[config.mk]
export PLATFORM = sky130hd
export DESIGN_NAME = sfx_request_arbiter
export DESIGN_NICKNAME = d
export VERILOG_FILES = /design/src/rtl/sfx_request_arbiter.sv
export SDC_FILE = /design/constraint.sdc
export NUM_CORES = 1
export LEC_CHECK = 0
export ABC_AREA = 1
export CAP_MARGIN = 0
export CORE_MARGIN = 2
export CORE_UTILIZATION = 51
export DETAILED_ROUTE_END_ITERATION = 12
export PLACE_DENSITY = 0.83
export SYNTH_ARGS = -nofsm -noshare
export SYNTH_HDL_FRONTEND = slang
export SYNTH_SLANG_ARGS = --single-unit
[constraint.sdc]
create_clock -name Clk -period 4.15 [get_ports Clk]
set_clock_uncertainty 0.05 [all_clocks]
set_input_delay 0.83 -clock Clk [delete_from_list [all_inputs] [get_ports Clk]]
set_output_delay 0.83 -clock Clk [all_outputs]
set_load 0.005 [all_outputs]
[src/rtl/sfx_request_arbiter.sv]
// sfx_request_arbiter: fixed-priority sound-effect request arbiter.
// Latches one-shot SFX strobes and follows held loop levels. Drives a one-hot
// select with a silent gap between clips, and handles preemption, mute and a
// play watchdog.
//
// Ports:
//   Clk          system clock, all logic on posedge
//   Reset_n      synchronous active-low reset
//   Req          one-shot strobes, or held levels for LOOP_MASK bits
//   Audio_Done   1-cycle pulse when a non-loop clip ends
//   Mute         level; forces silence and flushes queued requests
//   Sound_Select registered one-hot clip select (0 = silence)
//   Busy         registered, high whenever not idle
//   Cur_Idx      index of clip in gap/play/loop, 0 when idle
module sfx_request_arbiter #(
  parameter int          N_SFX      = 18,
  parameter logic [N_SFX-1:0] LOOP_MASK = 18'h00480,
  parameter int          GAP_CYCLES = 4,
  parameter logic [31:0] WATCHDOG   = 32'd0
) (
  input  logic             Clk,
  input  logic             Reset_n,
  input  logic [N_SFX-1:0] Req,
  input  logic             Audio_Done,
  input  logic             Mute,
  output logic [N_SFX-1:0] Sound_Select,
  output logic             Busy,
  output logic [4:0]       Cur_Idx
);

  localparam int GW = $clog2(GAP_CYCLES + 1);

  localparam logic [1:0] S_IDLE = 2'd0;
  localparam logic [1:0] S_GAP  = 2'd1;
  localparam logic [1:0] S_PLAY = 2'd2;
  localparam logic [1:0] S_LOOP = 2'd3;

  localparam logic [GW-1:0] GAP_LOAD = GW'(GAP_CYCLES);

  logic [1:0]       state_q, state_n;
  logic [N_SFX-1:0] pend_q, pend_n;
  logic [4:0]       cur_q, cur_n;
  logic [GW-1:0]    gap_q, gap_n;
  logic [31:0]      wdog_q, wdog_n;
  logic [N_SFX-1:0] sel_q;
  logic             busy_q;

  logic [N_SFX-1:0] req_os;
  logic [N_SFX-1:0] req_lp;
  logic [N_SFX-1:0] pe;
  logic [4:0]       win;
  logic             win_v;
  logic [4:0]       lwin;
  logic             lwin_v;
  logic             wd_hit;

  function automatic logic [4:0] lowest(
    input logic [N_SFX-1:0] v
  );
    logic [4:0] r;
    r = '0;
    for (int i = N_SFX - 1; i >= 0; i--) begin
      if (v[i]) r = 5'(i);
    end
    return r;
  endfunction

  function automatic logic [N_SFX-1:0] oh(
    input logic [4:0] i
  );
    logic [N_SFX-1:0] one;
    one = '0;
    one[0] = 1'b1;
    return one << i;
  endfunction

  // Request views with mute applied; mute makes Req invisible.
  always_comb begin
    req_os = '0;
    req_lp = '0;
    if (!Mute) begin
      req_os = Req & ~LOOP_MASK;
      req_lp = Req & LOOP_MASK;
    end
  end

  // Effective pending set: queued strobes plus this cycle's strobes.
  // A strobe for the clip already in gap/play is swallowed.
  always_comb begin
    pe = pend_q | req_os;
    if (state_q == S_GAP || state_q == S_PLAY) begin
      pe = pe & ~oh(cur_q);
    end
  end

  assign win    = lowest(pe);
  assign win_v  = |pe;
  assign lwin   = lowest(req_lp);
  assign lwin_v = |req_lp;
  assign wd_hit = (WATCHDOG != 32'd0) &&
                  (wdog_q == WATCHDOG - 32'd1);

  always_comb begin
    state_n = state_q;
    pend_n  = pe;
    cur_n   = cur_q;
    gap_n   = gap_q;
    wdog_n  = wdog_q;

    unique case (state_q)
      S_IDLE: begin
        if (win_v) begin
          cur_n   = win;
          pend_n  = pe & ~oh(win);
          gap_n   = GAP_LOAD;
          state_n = S_GAP;
        end else if (lwin_v) begin
          cur_n   = lwin;
          gap_n   = GAP_LOAD;
          state_n = S_GAP;
        end
      end

      S_GAP: begin
        if (win_v && (win < cur_q)) begin
          // Retarget; a displaced one-shot goes back in the queue.
          cur_n  = win;
          pend_n = (pe & ~oh(win)) |
                   (oh(cur_q) & ~LOOP_MASK);
          gap_n  = GAP_LOAD;
        end else if (gap_q == '0) begin
          wdog_n  = '0;
          state_n = LOOP_MASK[cur_q] ? S_LOOP : S_PLAY;
        end else begin
          gap_n = gap_q - GW'(1);
        end
      end

      S_PLAY: begin
        // Preempt beats Audio_Done; old clip is discarded.
        if (win_v && (win < cur_q)) begin
          cur_n   = win;
          pend_n  = pe & ~oh(win);
          gap_n   = GAP_LOAD;
          state_n = S_GAP;
        end else if (Audio_Done || wd_hit) begin
          cur_n   = '0;
          state_n = S_IDLE;
        end else begin
          wdog_n = wdog_q + 32'd1;
        end
      end

      S_LOOP: begin
        if (!req_lp[cur_q]) begin
          cur_n   = '0;
          state_n = S_IDLE;
        end else if (win_v) begin
          // Still-held loop comes back later through IDLE.
          cur_n   = win;
          pend_n  = pe & ~oh(win);
          gap_n   = GAP_LOAD;
          state_n = S_GAP;
        end else if (lwin < cur_q) begin
          cur_n   = lwin;
          gap_n   = GAP_LOAD;
          state_n = S_GAP;
        end
      end

      default: begin
        cur_n   = '0;
        state_n = S_IDLE;
      end
    endcase

    if (Mute) begin
      state_n = S_IDLE;
      pend_n  = '0;
      cur_n   = '0;
      gap_n   = '0;
      wdog_n  = '0;
    end
  end

  always_ff @(posedge Clk) begin
    if (!Reset_n) begin
      state_q <= S_IDLE;
      pend_q  <= '0;
      cur_q   <= '0;
      gap_q   <= '0;
      wdog_q  <= '0;
      sel_q   <= '0;
      busy_q  <= 1'b0;
    end else begin
      state_q <= state_n;
      pend_q  <= pend_n;
      cur_q   <= cur_n;
      gap_q   <= gap_n;
      wdog_q  <= wdog_n;
      if (state_n == S_PLAY || state_n == S_LOOP) begin
        sel_q <= oh(cur_n);
      end else begin
        sel_q <= '0;
      end
      busy_q <= (state_n != S_IDLE);
    end
  end

  assign Sound_Select = sel_q;
  assign Busy         = busy_q;
  assign Cur_Idx      = cur_q;

endmodule
Yosys cells after proc, flatten, opt, wreduce, memory -nomap -nowiden
Memory sizes are Yosys's and may differ from the RTL's. A register that Yosys moved wholly into a read port is not among the register bits.
Cells that the tools add are included.
- register bits: 47
- ROM bits: 32
- input bits: 22
- output and inout bits: 24
- word-level logic and storage cells: 121
- memories kept: 1
- memories (name ; words ; bits a word ; read ports ; clocked after memory_dff ; wr ports ; line ; text):
    (no name shown) ; 32 ; 1 ; 1 ; 1 ; 0 ; 133 ; state_n = LOOP_MASK[cur_q] ? S_LOOP : S_PLAY;
- $add $sub $neg: 1
- order comparisons: 3
- equal/unequal tests: 10
- shifts and indexed selects: 3
- multiplexer cells: 79
- bitwise operators: 7
- reductions and logical operators: 11
- operators with widths (kind ; count):
    5-bit two-way mux ; 46
    18-bit two-way mux ; 6
    18-bit case mux with 4 select lines ; 1
    1-bit by 5-bit << shifter with 18-bit output, first input constant ; 3
    18-bit AND ; 2
    18-bit inverter ; 2
    18-bit bitwise OR ; 2
    18-bit OR reduction ; 2
    3-bit two-way mux ; 8
    2-bit two-way mux ; 10
    5-bit case mux with 4 select lines ; 1
    3-bit case mux with 4 select lines ; 1
    11-bit two-way mux ; 1
    5-bit less-than comparator ; 2
    3-bit != test, second input constant ; 3
    2-bit equality test, second input constant ; 4
    2-bit case mux with 4 select lines ; 1
    5-bit by 6-bit less-than comparator with 1-bit output, second input constant ; 1
    1-bit binary-select mux with 5-bit select ; 1
    5-bit AND reduction ; 1
    3-bit zero test ; 1
    1-bit two-way mux ; 3
    3-bit by 1-bit subtractor with 3-bit output, second input constant ; 1
    2-bit by 1-bit equality test with 1-bit output, second input constant ; 1
    other kinds (9) ; 10

Depth between registers and ports, before layout
- word-level depth: 30
- mapped depth: 34
- depth with buffers taken out: 33

Least setup slack after synthesis
Ideal clock, no wire load.
- path kind: reg2reg
- start: register state_q[1]
- end: register gap_q[1]
- setup time: 0.119 ns
- data arrival time: 3.696 ns
- required time: 3.981 ns
- slack: 0.284 ns
- cell stages (with the launch flop): 22
- path buffers: 2
- period minus slack after synthesis: 3.866 ns
- cell sequence: dfxtp_1 > inv_1 > ha_1 > inv_1 > nor2_4 > a21oi_1 > inv_1 > nand2_1 > nor2_2 > nand2_1 > nor2_1 > ha_1 > nand2_1 > nor2_1 > a2111oi_4 > nand2_4 > buf_6 > buf_6 > a21oi_1 > nand2_1 > o21ai_0 > a21oi_1
- cells in the longest elaborated chain, start to end: 25
- elaborated cells on any way between the ends: 38
- those cells by class: order compare (1); eq/ne (8); mux (24); reduce/logical (5)
- ends and longest elaborated chain (element ; line ; text):
    start: declaration ; 40 ; logic [1:0] state_q, state_n;
    start signal: assignment ; 196 ; state_q <= state_n;
    2-bit by 1-bit equality test with 1-bit output or 2-bit equality test (tied branches) ; n/a ;
    1-bit logical OR ; 91 ; if (state_q == S_GAP || state_q == S_PLAY) begin
    18-bit two-way mux ; 91 ;
    5-bit two-way mux (18 in series) ; 63 ; if (v[i]) r = 5'(i);
    5-bit less-than comparator ; 125, 141 ;
    1-bit logical AND ; 125, 141 ;
    3-bit != test (no line) (tied with other cells) ; n/a ;
    5-bit AND reduction (no line) or 3-bit case mux with 4 select lines (tied branches) ; n/a ;
    end signal: assignment ; 199 ; gap_q <= gap_n;
    end: declaration ; 43 ; logic [GW-1:0] gap_q, gap_n;
Several ways; a longest one is shown, not always the timed one. The select of a mux whose other input is x is not followed.
A chain may end at the register's enable or synchronous reset.

Final worst setup path
- start: register state_q[0]
- end: register sel_q[14], in the netlist Sound_Select[14]
- cells in the longest elaborated chain, start to end: 29
- elaborated cells on any way between the ends: 50
- those cells by class: order compare (1); eq/ne (5); shift (1); mux (37); reduce/logical (6)
- ends and longest elaborated chain (element ; line ; text):
    2-bit by 1-bit equality test with 1-bit output or 2-bit equality test (tied branches) ; n/a ;
    1-bit logical OR ; 91 ;
    18-bit two-way mux ; 91 ;
    5-bit two-way mux (18 in series) ; 63 ;
    5-bit less-than comparator ; 125, 141 ;
    1-bit logical AND ; 125, 141 ;
    2-bit two-way mux (on tied branches) ; 141, 125 ;
    2-bit case mux with 4 select lines ; 110 ; unique case (state_q)
    2-bit two-way mux ; 177 ; if (Mute) begin
    2-bit equality test ; 201 ; if (state_n == S_PLAY || state_n == S_LOOP) begin
    1-bit logical OR ; 201 ;
    2-bit AND reduction (no line) ; n/a ;
    end signal: assignment ; 202 ; sel_q <= oh(cur_n);
    end: declaration ; 45 ; logic [N_SFX-1:0] sel_q;
Several ways; a longest one is shown, not always the timed one.

==> results.ini <==
[yosys]
syn_area_per_cell_um2 = 6.47
synth_cells = 550
synth-seq-area-share_pct = 27.0
synth-seq-cells = 48
synth_warnings = 0
mappedNetlistArea_mm2 = 0.00356
syn_nets = 587
synth_cell_type_count = 44

[critical_path]
end_kind = register
critical_path_arrival_ns = 4.17
cp.required_ns = 4.34
r2r_cells = 27
cp-start-kind = register
worstPathMaxFanout = 10
critPathKind = reg2reg

[clock_tree]
cts_buffers = 5
cts_sinks = 48
cts_tree = yes
htreeDepth = 2
root_buffer = clkbuf_8
clk_pin_slew_worst_paths_ns = 0.10
clkLatencyLatePin_ns = 0.32
hold_buffers = 0
clockBufferDepth = 2

[min_path]
hold_path.class = reg2reg
hold_path_depth = 2

[detailed_routing]
ant_nets = 0
routed_via_density = 5.99
drt_pre_antenna_iters = 6
route.detailed.drc = 0
routed_wl_mm = 13.0
drt_iter0_drc = 455
routedWlPerCell_um = 17.6
dr_total_vias = 4442

[floorplan]
start_util_pct = 52.6
fp.dieH_um = 87.5
io_pins = 46
die_area_mm2 = 0.00766
std_cell_rows = 30
die_x_um = 87.5
core_region_area_mm2 = 0.00676

[power_and_ir_drop]
switching_share_pct = 39.1
p_total_w = 0.00154
switchingPower_w = 0.000603
combPwrFrac_pct = 44.6
power_frac_seq_pct = 31.6
power_density_mw_per_mm2 = 317
internal-power_w = 0.000939
power_leakage_nw = 2.18
ir_drop_mv = 0.194
pwr-share-clk_pct = 23.9

[placed_design]
place.gp.congestion = 1.05
numPortBuffers = 45
dpl.hpwl_mm = 9.55
placed_cells = 728

[timing]
fmax_mhz = 252
min_period_over_period_pct = 95.8
tightest_slew_ns = 0.876
hold_viol = 0
final.min_clock_period_ns = 3.98
timing.final.max_slew_violations = 0
max_slew_margin_pct = 41.6
finalSetupViolations = 0

[layout]
seqCellArea_um2 = 965
num-nets-final = 697
fillers = 553
instances_no_fill = 741
final_common_cell = nand2_1
area_growth_pct = 37.1
multi_input_area_mm2 = 0.00241
final_layout_size_suffix_gt1_share_pct = 21.9
layout_common_cells = 124 x nand2_1, 66 x buf_4, 57 x nor2_1, 56 x a21oi_1, 50 x nand3_1
diodes = 0
utilization_pct = 72.1

[job]
cap_viol_max_count = 0

[grt]
gr-total-overflow = 0
grt_max_degree = 21
grt_pass1_wl_mm = 20.2
antenna_found_initial = 0
grt_use_total_pct = 33.8
grt_pass1_vias = 4340

[outcome]
status = finished, final reports clean

==> synth_stat cells <==
| cell type | instances | area, µm² |
|---|---|---|
| a21oi_4 | 1 | 16.3 |
| o21bai_1 | 4 | 30.0 |
| a31oi_1 | 4 | 25.0 |
| o31ai_2 | 1 | 12.5 |
| inv_1 | 48 | 180 |
| dfxtp_1 | 48 | 961 |
| buf_2 | 3 | 15.0 |
| clkbuf_1 | 6 | 22.5 |
| a21o_1 | 10 | 75.1 |
| a22oi_1 | 1 | 7.51 |
| a2111oi_4 | 1 | 27.5 |
| nand3_2 | 1 | 10.0 |
| a21oi_2 | 2 | 17.5 |
| o21ai_0 | 26 | 130 |
| buf_4 | 1 | 7.51 |
| nor3_2 | 1 | 10.0 |
| buf_1 | 1 | 3.75 |
| buf_6 | 2 | 22.5 |
| nand2_2 | 5 | 31.3 |
| nor2_4 | 2 | 22.5 |
| or2_2 | 1 | 6.26 |
| a31o_2 | 1 | 8.76 |
| o21a_1 | 1 | 7.51 |
| o211ai_1 | 12 | 90.1 |
| o211ai_2 | 1 | 12.5 |
| o21ai_1 | 3 | 15.0 |
| a21oi_1 | 58 | 290 |
| nand2_1 | 128 | 480 |
| o311ai_0 | 2 | 17.5 |
| o21bai_2 | 1 | 11.3 |
| a211oi_1 | 2 | 15.0 |
| nand4_1 | 5 | 31.3 |
| xor2_1 | 1 | 8.76 |
| nand3b_4 | 1 | 20.0 |
| inv_2 | 11 | 41.3 |
| nand2_4 | 5 | 56.3 |
| clkinv_1 | 3 | 11.3 |
| o31ai_1 | 1 | 7.51 |
| ha_1 | 15 | 188 |
| nor3_1 | 7 | 35.0 |
| nor2_2 | 8 | 50.1 |
| nand3_1 | 54 | 270 |
| nor3_4 | 2 | 32.5 |
| nor2_1 | 59 | 221 |
==> worst max-delay path: stages, from the launching register on <==
cell and delay (ns):
dfxtp_2 0.37, inv_1 0.09, ha_4 0.29, inv_1 0.08, nor2_4 0.10, buf_12 0.15
nand3_1 0.08, nand2_1 0.12, nand2_2 0.10, nor3_4 0.19, nand2_1 0.12, nor2_2 0.16
inv_2 0.08, nor2_4 0.12, ha_4 0.23, nand2_1 0.09, nor2_1 0.07, a2111oi_4 0.22
buf_4 0.18, nand2_4 0.08, buf_12 0.14, o21ai_1 0.08, nand3_1 0.10, nand3_1 0.14
nand2_4 0.11, nor2_2 0.12, nand2_1 0.09, nor2_1 0.14
==> kinds of logic after synthesis <==
group	synth area share, %
compound gates	23.0
xor+xnor	0.246
fa+ha+maj	5.28
buf+inv	8.55
flops	27.0
simple gates	35.9
==> final cells by class <==
cell class | instances | share of cell area [%]
multi-input cells | 427 | 49.4
well taps | 80 | 2.05
inverters | 62 | 4.83
clock inverters | 3 | 0.950
flip-flops and latches | 48 | 19.8
repair buffers | 116 | 21.5
clock buffers | 5 | 1.41
==> stage by stage <==
stage	cell area (µm²)	setup slack [ns]	setup TNS [ns]	hold WS, ns
detailed placement	4580	-0.632	-20.98	0.444
CTS	4790	0.0173	0	0.459
global route	4870	-0.0560	-0.166	0.486
finish	4870	0.175	0	0.456
global placement	4580	-0.494	-14.21	0.419
floorplan	3560	0.284	0	0.406
==> final timing paths <==
check / startpoint / to / slack (ns)
worst max-delay path: state_q[0]$_SDFF_PN0_ / Sound_Select[14]$_SDFF_PP0_ / 0.17
worst min register to register: gap_q[1]$_SDFFE_PP0P_ / gap_q[1]$_SDFFE_PP0P_ / 0.46
worst max register to register: state_q[0]$_SDFF_PN0_ / Sound_Select[14]$_SDFF_PP0_ / 0.17
worst min-delay path: gap_q[1]$_SDFFE_PP0P_ / gap_q[1]$_SDFFE_PP0P_ / 0.46
==> state kept, by name (all words and copies together) (netlist names), named ones only <==
signal,flops
Sound_Select,18
pend_q,18
Cur_Idx,5
gap_q,3
state_q,2
Busy,1
==> power groups by stage <==
stage	Clock, W	Sequential [W]	Combinational, W
final	0.000368	0.000487	0.000687
after global routing	0.000384	0.000488	0.000741
after CTS	0.000367	0.000486	0.000647
after detailed placement	0	0.000497	0.000626
after global placement	0	0.000496	0.000608
after floorplan	0	0.000494	0.000374
==> what timing repair did <==
item                       CTS  global route
pin swaps                    5             4
resized for setup            9            20
setup endpoints to repair   41            47
setup buffers                5             0
==> metal layers <==
metal | wire, µm | GRT usage [%]
met5 | 0 | 0
met4 | 653 | 19.0
met3 | 1230 | 5.50
met2 | 6190 | 55.4
met1 | 4950 | 42.0
No activity file was read; power rests on OpenSTA's default activity.
